--- config.mk ---
export PLATFORM = sky130hd
export DESIGN_NAME = alu_seq
export DESIGN_NICKNAME = d
export VERILOG_FILES = /design/src/rtl/alu_seq.sv
export SDC_FILE = /design/constraint.sdc
export NUM_CORES = 1
export LEC_CHECK = 0
export ABC_CLOCK_PERIOD_IN_PS = 4900
export CORE_UTILIZATION = 55
export CTS_CLUSTER_DIAMETER = 40
export DETAILED_ROUTE_END_ITERATION = 12
export PLACE_DENSITY = 0.79
export REMOVE_ABC_BUFFERS = 1
export SETUP_SLACK_MARGIN = 0.3
export SYNTH_ARGS = -nofsm -noshare
export SYNTH_HDL_FRONTEND = slang
export SYNTH_SLANG_ARGS = --single-unit
--- constraint.sdc ---
create_clock -name clk -period 4.9 [get_ports clk]
set_input_delay 1.225 -clock clk [delete_from_list [all_inputs] [get_ports clk]]
set_output_delay 1.225 -clock clk [all_outputs]
set_load 0.005 [all_outputs]
--- src/rtl/alu_seq.sv ---
// alu_seq: sequential ALU with a single-cycle logic/arithmetic path (AND, OR,
// ADD, SLT) and a multi-cycle unsigned shift-add multiplier. Requests and
// results use valid/ready handshakes. A small IDLE/EXEC/DONE FSM holds each
// result in registers until the consumer takes it.
module alu_seq #(
  parameter int WIDTH = 16
) (
  input  logic             clk,
  input  logic             rst,
  input  logic             in_valid,
  output logic             in_ready,
  input  logic [WIDTH-1:0] src1,
  input  logic [WIDTH-1:0] src2,
  input  logic             ainvert,
  input  logic             binvert,
  input  logic [2:0]       op,
  output logic             out_valid,
  input  logic             out_ready,
  output logic [WIDTH-1:0] result,
  output logic [WIDTH-1:0] result_hi,
  output logic             zero,
  output logic             overflow
);

  // The counter must be able to hold WIDTH without wrapping.
  localparam int CNT_W = $clog2(WIDTH + 1);

  localparam logic [2:0] OP_AND = 3'b000;
  localparam logic [2:0] OP_OR  = 3'b001;
  localparam logic [2:0] OP_ADD = 3'b010;
  localparam logic [2:0] OP_SLT = 3'b011;
  localparam logic [2:0] OP_MUL = 3'b100;

  typedef enum logic [1:0] {
    IDLE = 2'd0,
    EXEC = 2'd1,
    DONE = 2'd2
  } state_t;

  state_t state, state_nxt;

  logic [CNT_W-1:0]   cnt_p0;
  logic [WIDTH-1:0]   mcand_p0;
  logic [2*WIDTH-1:0] prod_p0;
  logic [2*WIDTH-1:0] prod_nxt;
  logic [WIDTH:0]     alu_out;
  logic [WIDTH-1:0]   alu_res;
  logic               alu_ovf;
  logic               accept;
  logic               last_step;

  // Single-cycle ALU. Returns {overflow, result}. Overflow for ADD/SLT is the
  // carry into the MSB XOR the carry out of the MSB. Reserved ops yield zeros.
  function automatic logic [WIDTH:0] alu_calc(
    input logic [2:0]       f,
    input logic [WIDTH-1:0] a_in,
    input logic [WIDTH-1:0] b_in,
    input logic             ai,
    input logic             bi
  );
    logic [WIDTH-1:0] a;
    logic [WIDTH-1:0] b;
    logic [WIDTH-1:0] res;
    logic [WIDTH:0]   sum;
    logic             c_msb;
    logic             ovf;
    logic             ovf_o;
    a     = ai ? ~a_in : a_in;
    b     = bi ? ~b_in : b_in;
    sum   = {1'b0, a} + {1'b0, b} + {{WIDTH{1'b0}}, bi};
    c_msb = sum[WIDTH-1] ^ a[WIDTH-1] ^ b[WIDTH-1];
    ovf   = c_msb ^ sum[WIDTH];
    res   = '0;
    ovf_o = 1'b0;
    case (f)
      OP_AND: res = a & b;
      OP_OR:  res = a | b;
      OP_ADD: begin
        res   = sum[WIDTH-1:0];
        ovf_o = ovf;
      end
      OP_SLT: begin
        res   = {{(WIDTH-1){1'b0}}, sum[WIDTH-1] ^ ovf};
        ovf_o = ovf;
      end
      default: begin
        res   = '0;
        ovf_o = 1'b0;
      end
    endcase
    return {ovf_o, res};
  endfunction

  // One shift-add step. The product register holds {partial_hi, multiplier};
  // the multiplier LSB selects whether the multiplicand is added to the upper
  // half, then everything shifts right by one with the adder carry entering
  // from the top.
  function automatic logic [2*WIDTH-1:0] mul_step(
    input logic [2*WIDTH-1:0] prod,
    input logic [WIDTH-1:0]   mcand
  );
    logic [WIDTH:0] acc;
    acc = {1'b0, prod[2*WIDTH-1:WIDTH]} + (prod[0] ? {1'b0, mcand} : {(WIDTH+1){1'b0}});
    return {acc, prod[WIDTH-1:1]};
  endfunction

  assign alu_out   = alu_calc(op, src1, src2, ainvert, binvert);
  assign alu_res   = alu_out[WIDTH-1:0];
  assign alu_ovf   = alu_out[WIDTH];
  assign prod_nxt  = mul_step(prod_p0, mcand_p0);
  assign accept    = in_valid && (state == IDLE);
  assign last_step = (state == EXEC) && (cnt_p0 == CNT_W'(WIDTH - 1));
  assign in_ready  = (state == IDLE);
  assign out_valid = (state == DONE);

  // Next-state logic: MUL goes through EXEC, everything else straight to DONE.
  always_comb begin
    state_nxt = state;
    case (state)
      IDLE: if (in_valid) state_nxt = (op == OP_MUL) ? EXEC : DONE;
      EXEC: if (last_step) state_nxt = DONE;
      DONE: if (out_ready) state_nxt = IDLE;
      default: state_nxt = IDLE;
    endcase
  end

  // State register.
  always_ff @(posedge clk or posedge rst) begin
    if (rst) state <= IDLE;
    else     state <= state_nxt;
  end

  // Multiply step counter: cleared on acceptance, one count per EXEC cycle.
  always_ff @(posedge clk or posedge rst) begin
    if (rst)                cnt_p0 <= '0;
    else if (accept)        cnt_p0 <= '0;
    else if (state == EXEC) cnt_p0 <= cnt_p0 + 1'b1;
  end

  // Multiplier operands: load on acceptance, shift-add each EXEC cycle.
  always_ff @(posedge clk) begin
    if (accept) begin
      mcand_p0 <= src1;
      prod_p0  <= {{WIDTH{1'b0}}, src2};
    end else if (state == EXEC) begin
      prod_p0 <= prod_nxt;
    end
  end

  // Result registers: written only when an operation completes, so they hold
  // the last delivered result through IDLE and EXEC.
  always_ff @(posedge clk or posedge rst) begin
    if (rst) begin
      result    <= '0;
      result_hi <= '0;
      zero      <= 1'b1;
      overflow  <= 1'b0;
    end else if (accept && (op != OP_MUL)) begin
      result    <= alu_res;
      result_hi <= '0;
      zero      <= (alu_res == '0);
      overflow  <= alu_ovf;
    end else if (last_step) begin
      result    <= prod_nxt[WIDTH-1:0];
      result_hi <= prod_nxt[2*WIDTH-1:WIDTH];
      zero      <= (prod_nxt[WIDTH-1:0] == '0);
      overflow  <= |prod_nxt[2*WIDTH-1:WIDTH];
    end
  end

endmodule

### After elaboration in Yosys (flattened, before gate mapping)

Cells that the tools add are included.
W data, S select, Z words.

| operators by class | value |
|---|---|
| add/sub/neg operators | 4 |
| multiply operators | 0 |
| div/mod/pow operators | 0 |
| magnitude comparators | 0 |
| equality and inequality tests | 11 |
| shift operators | 0 |
| muxes and demuxes | 22 |
| bitwise operators | 8 |
| reductions and logical operators | 12 |

Operator list:

| kind | count |
|---|---|
| $mux W16 | 9 |
| $pmux W16 S4 | 1 |
| $add A16 B16 Y17 | 2 |
| $logic_not A16 Y1 | 2 |
| $not A16 Y16 | 2 |
| $add A17 B1 Y17 | 1 |
| $and A16 B16 Y16 | 1 |
| $or A16 B16 Y16 | 1 |
| $reduce_or A16 Y1 | 1 |
| $mux W5 | 2 |
| $mux W2 | 4 |
| $eq A3 B2 Y1 const B | 2 |
| $pmux W2 S3 | 1 |
| $add A5 B1 Y5 const B | 1 |
| $eq A5 B4 Y1 const B | 1 |
| $mux W1 | 5 |
| $ne A2 B2 Y1 const B | 2 |
| $reduce_bool A2 Y1 | 2 |
| $xor A1 B1 Y1 | 4 |
| $eq A3 B1 Y1 const B | 1 |
| $eq A3 B3 Y1 const B | 1 |
| $logic_and A1 B1 Y1 | 3 |
| $logic_not A3 Y1 | 1 |
| $ne A3 B3 Y1 const B | 1 |
| 6 further kinds | 6 |

| word-level totals | value |
|---|---|
| flip-flop bits (word level) | 89 |
| latch bits | 0 |
| RAM bits | 0 |
| memory bits (read-only) | 0 |
| output and inout port bits | 36 |
| memories kept | 0 |

### Longest topological paths before layout

| depth | value |
|---|---|
| word-level depth | 11 |
| gate-level depth with buffers | 14 |

### Least setup slack after synthesis

No wires, ideal clock.

| timing | value |
|---|---|
| path kind | input-to-reg |
| start | in ainvert |
| end | reg result[0] |
| arrival time | 4.548 ns |
| data required time | 4.827 ns |
| path slack | 0.279 ns |
| stages | 13 |
| cells stage by stage | buf_4 > buf_1 > xor2_1 > ha_1 > and3_1 > a221oi_4 > o221ai_2 > o41ai_2 > mux2i_1 > nand4_1 > mux4_2 > or2_1 > a21oi_2 |

| on the way | value |
|---|---|
| cells in the longest elaborated chain, start to end | 9 |

Ends and longest elaborated chain:

| element | line | RTL |
|---|---|---|
| start: declaration | 14 | `input logic ainvert,` |
| $mux W16 (*) | 68 | `a = ai ? ~a_in : a_in;` |
| $add A16 B16 Y17 | 70 | `sum = {1'b0, a} + {1'b0, b} + {{WIDTH{1'b0}}, bi};` |
| $add A17 B1 Y17 | 70 |  |
| $xor A1 B1 Y1 (2 in a row) | 71 | `c_msb = sum[WIDTH-1] ^ a[WIDTH-1] ^ b[WIDTH-1];` |
| $xor A1 B1 Y1 | 72 | `ovf = c_msb ^ sum[WIDTH];` |
| $xor A1 B1 Y1 | 83 | `res = {{(WIDTH-1){1'b0}}, sum[WIDTH-1] ^ ovf};` |
| $pmux W16 S4 (*) | 75 | `case (f)` |
| $mux W16 (*) | 158 | `end else if (accept && (op != OP_MUL)) begin` |
| end signal: assignment | 159 | `result <= alu_res;` |
| end signal: assignment | 164 | `result <= prod_nxt[WIDTH-1:0];` |
| end: declaration | 19 | `output logic [WIDTH-1:0] result,` |

Every way passes the cells marked *; elsewhere a longest branch is shown, timed or not.
A chain may end at the register's enable or synchronous reset.

### Final worst setup path

| timing | value |
|---|---|
| start | in src2[1] |
| end | reg result[0] |

| on the way | value |
|---|---|
| cells in the longest elaborated chain, start to end | 10 |

Ends and longest elaborated chain:

| element | line | RTL |
|---|---|---|
| start: declaration | 13 | `input logic [WIDTH-1:0] src2,` |
| $not A16 Y16 | 69 | `b = bi ? ~b_in : b_in;` |
| $mux W16 (*) | 69 |  |
| $add A16 B16 Y17 (*) | 70 |  |
| $add A17 B1 Y17 (*) | 70 |  |
| $xor A1 B1 Y1 (2 in a row) | 71 |  |
| $xor A1 B1 Y1 | 72 |  |
| $xor A1 B1 Y1 (*) | 83 |  |
| $pmux W16 S4 (*) | 75 |  |
| $mux W16 (*) | 158 |  |

Marked as above.

==> impl_metrics.yaml <==
placement:
  globalplace.congestion: 0.945
  placed_cells: 879
  portBuffers: 76
  dp_hpwl_um: 12600
  placed_area_um2: 7040
timing:
  fmax_mhz: 228
  slew_viol_final: 0
  fin_crit_ps: 4390
  grt_setup_unrepaired: "false"
  setup_viol: 0
  slew_headroom_pct: 39.0
  hold_viol_final: 0
  skew_ps: 16.1
  finalSetupTns_ps: 0
  tightest_slew_ps: 915
  finalCritPeriodShare_pct: 89.5
detailed_routing:
  remaining_drc_errors: 0
  avgViaCountPerCell: 5.94
  wl_um: 16300
  post_drt_wl_per_cell_um: 18.2
  vias: 5316
  drtIter0Drc: 349
  dr.pass1.iters: 5
  ant_nets: 0
floorplanning:
  fp.dieH_um: 107
  row_count: 37
  core-area_um2: 10500
  die_x_um: 107
  initial_utilization_pct: 57.6
  dieArea_um2: 11400
  ioPinCount: 77
hold_path:
  min_path_type: "reg2reg"
  hold_depth: 2
  worstHoldStart: "prod_p0[30]$_SDFFE_PP0P_"
  min_to: "prod_p0[30]$_SDFFE_PP0P_"
power_and_ir_drop:
  power_mw: 2.56
  vdd_drop_max_mv: 0.310
  leakagePower_nw: 3.16
  switchingPower_mw: 0.955
  pwr-share-clk_pct: 17.7
  p_comb_share_pct: 41.9
  p_int_mw: 1.61
  power_density_nw_per_um2: 354
  power_frac_seq_pct: 40.4
  swShare_pct: 37.2
critical_path:
  r2r-start: "prod_p0[0]$_DFFE_PP_"
  cp_data_required_time_ps: 5220
  worstReg2RegEnd: "overflow$_DFFE_PP0P_"
  crit_path_start_kind: "input pin"
  crit_arrival_ps: 4700
  critPathKind: "in2reg"
  ff2ff_path_depth: 13
  cp-end-kind: "flop"
  path_max_fanout: 3
  ff2ff_setup_slack_ps: 1580
synth:
  synth_edf_count: 32
  async_reset_ff_share_pct: 46.1
  synth_cells: 676
  avgSynthCellArea_um2: 8.96
  ys_seq_area_share_pct: 38.1
  ys.flop_type: "dfrtp_1"
  syn_area_um2: 6050
  synth_seq_cells: 89
  synth.distinct_cells: 69
  yosysWarningCount: 0
final_layout:
  drive_gt1_share_pct: 7.64
  num_antenna_cells: 0
  regArea_um2: 2310
  finalNonFillerCells: 895
  utilization_pct: 68.9
  mostFrequentLayoutCell: "nand2_1"
  area_delta_synth_final_pct: 19.6
  final_area_um2: 7240
  nNetsFinal: 847
  n_fill_cell: 867
  multi_input_area_um2: 3480
  final_cell_mix: "nand2_1 (91), clkdlybuf4s50_1 (74), ha_1 (50)"
run_status:
  status: "finished clean"
grt:
  grt_pass1_wl_um: 26800
  grt-ovfl-total: 0
  grt_max_degree: 42
  grt_antenna_before_repair: 0
  grt.total_usage_pct: 30.6
  grt_pass1_vias: 5378
clock_tree:
  cts_tree: "built"
  clkTransAtPathRegs_ps: 90
  cts_buffers: 9
  htreeDepth: 3
  cts_sinks: 89
  root_buffer: "clkbuf_8"
  cts_max_path_buffers: 2
  postCtsHoldBufs: 0
  clkLatencyLatePin_ps: 380
flow_run:
  drv_cap: 0
-- state kept, by name (all words and copies together) (netlist names) --
| signal | count |
|---|---|
| cnt_p0 | 5 |
| prod_p0 | 32 |
| overflow | 1 |
| mcand_p0 | 16 |
| result | 16 |
| zero | 1 |
| state | 2 |
| result_hi | 16 |
-- kinds of logic after synthesis --
kind of cell    synth area share, %
simple gates                   17.4
compound gates                 18.6
flops                          38.1
buf+inv                        4.88
xor+xnor                       8.95
fa+ha+maj                      11.0
mux                            1.05
-- cells in the mapped netlist, types with 2 or more instances --
master / instances / area (um2)
o221ai_1: 2 / 17.5
fa_1: 2 / 40.0
xor2_1: 39 / 342
o22a_1: 2 / 17.5
a211oi_1: 12 / 90.1
buf_1: 4 / 15.0
a22o_1: 3 / 26.3
clkbuf_1: 24 / 90.1
a31oi_1: 4 / 25.0
nor2_1: 40 / 150
inv_1: 43 / 161
or2_1: 2 / 12.5
and2_1: 17 / 106
a211o_1: 3 / 26.3
buf_4: 2 / 15.0
ha_1: 50 / 626
o21a_1: 7 / 52.6
nand3_1: 25 / 125
o2111ai_1: 2 / 17.5
nor4_1: 6 / 37.5
or2_2: 3 / 18.8
nor2b_1: 6 / 37.5
mux2i_1: 3 / 30.0
o211ai_1: 6 / 45.0
edfxtp_1: 32 / 961
buf_2: 2 / 10.0
nand4_1: 6 / 37.5
nand2_1: 91 / 342
nor3b_1: 3 / 22.5
dfrtp_1: 40 / 1000
a21oi_1: 37 / 185
or3_1: 3 / 18.8
nand2b_1: 6 / 37.5
and3_1: 6 / 37.5
o21ai_1: 17 / 85.1
xnor2_1: 16 / 140
dfxtp_1: 16 / 320
o22ai_1: 14 / 87.6
nor3_1: 6 / 30.0
xnor2_2: 2 / 32.5
a21o_1: 11 / 82.6
o21ai_0: 34 / 170
-- metrics by stage --
step,worst slack (ps),hold WS [ps]
global route,376,487
detailed placement,-50.4,455
floorplan,672,432
finish,514,466
global placement,60.1,445
CTS,358,468
-- what timing repair did --
item                                    4_1_cts  5_1_grt
endpoints found under the setup margin        0        3
setup buffers                                 0        0
gates resized for setup                       0        5
-- critical path, stage by stage --
cell,delay (ps)
clkdlybuf4s50_1,480
xor2_1,250
fa_1,470
a21o_1,210
a221oi_4,330
o221ai_2,190
o41ai_4,280
mux2i_1,250
nand4_1,140
mux4_2,510
or2_1,240
a21oi_2,120
-- cell type report --
type / instances / share of cell area [%]
multi-input combinational: 511 / 48.0
tap: 136 / 2.35
clock buffer: 9 / 1.71
sequential: 89 / 31.9
timing repair buffer: 99 / 13.1
inverter: 44 / 2.28
clock inverter: 7 / 0.639
-- per-layer routing --
metal  vias up  track usage (%)  part of all wire [%]
li1       2534                -                     -
met1      2531             37.1                    40
met2       212             52.9                    50
met3        39             5.53                   6.8
met4         0             14.0                   3.2
met5         -                0                     0
-- power by group through the flow --
| stage | logic (mW) | registers, mW | clock network, mW |
|---|---|---|---|
| floorplan | 0.643 | 1.02 | 0 |
| global placement | 1.03 | 1.04 | 0 |
| detailed placement | 1.06 | 1.05 | 0 |
| CTS | 1.07 | 1.03 | 0.463 |
| global route | 1.18 | 1.05 | 0.488 |
| finish | 1.07 | 1.04 | 0.454 |
-- worst max-delay path by stage --
stage	start	endpoint	slack [ps]	cells after the start
2_1_floorplan	ainvert	result[0]$_DFFE_PP0P_	670	12
3_3_place_gp	binvert	result[0]$_DFFE_PP0P_	60	14
3_5_place_dp	binvert	result[0]$_DFFE_PP0P_	-50	13
4_1_cts	binvert	result[0]$_DFFE_PP0P_	360	13
5_1_grt	src1[0]	result[0]$_DFFE_PP0P_	380	13
6_report	src2[1]	result[0]$_DFFE_PP0P_	510	12
Note: power is estimated with default switching activity, not from simulation.
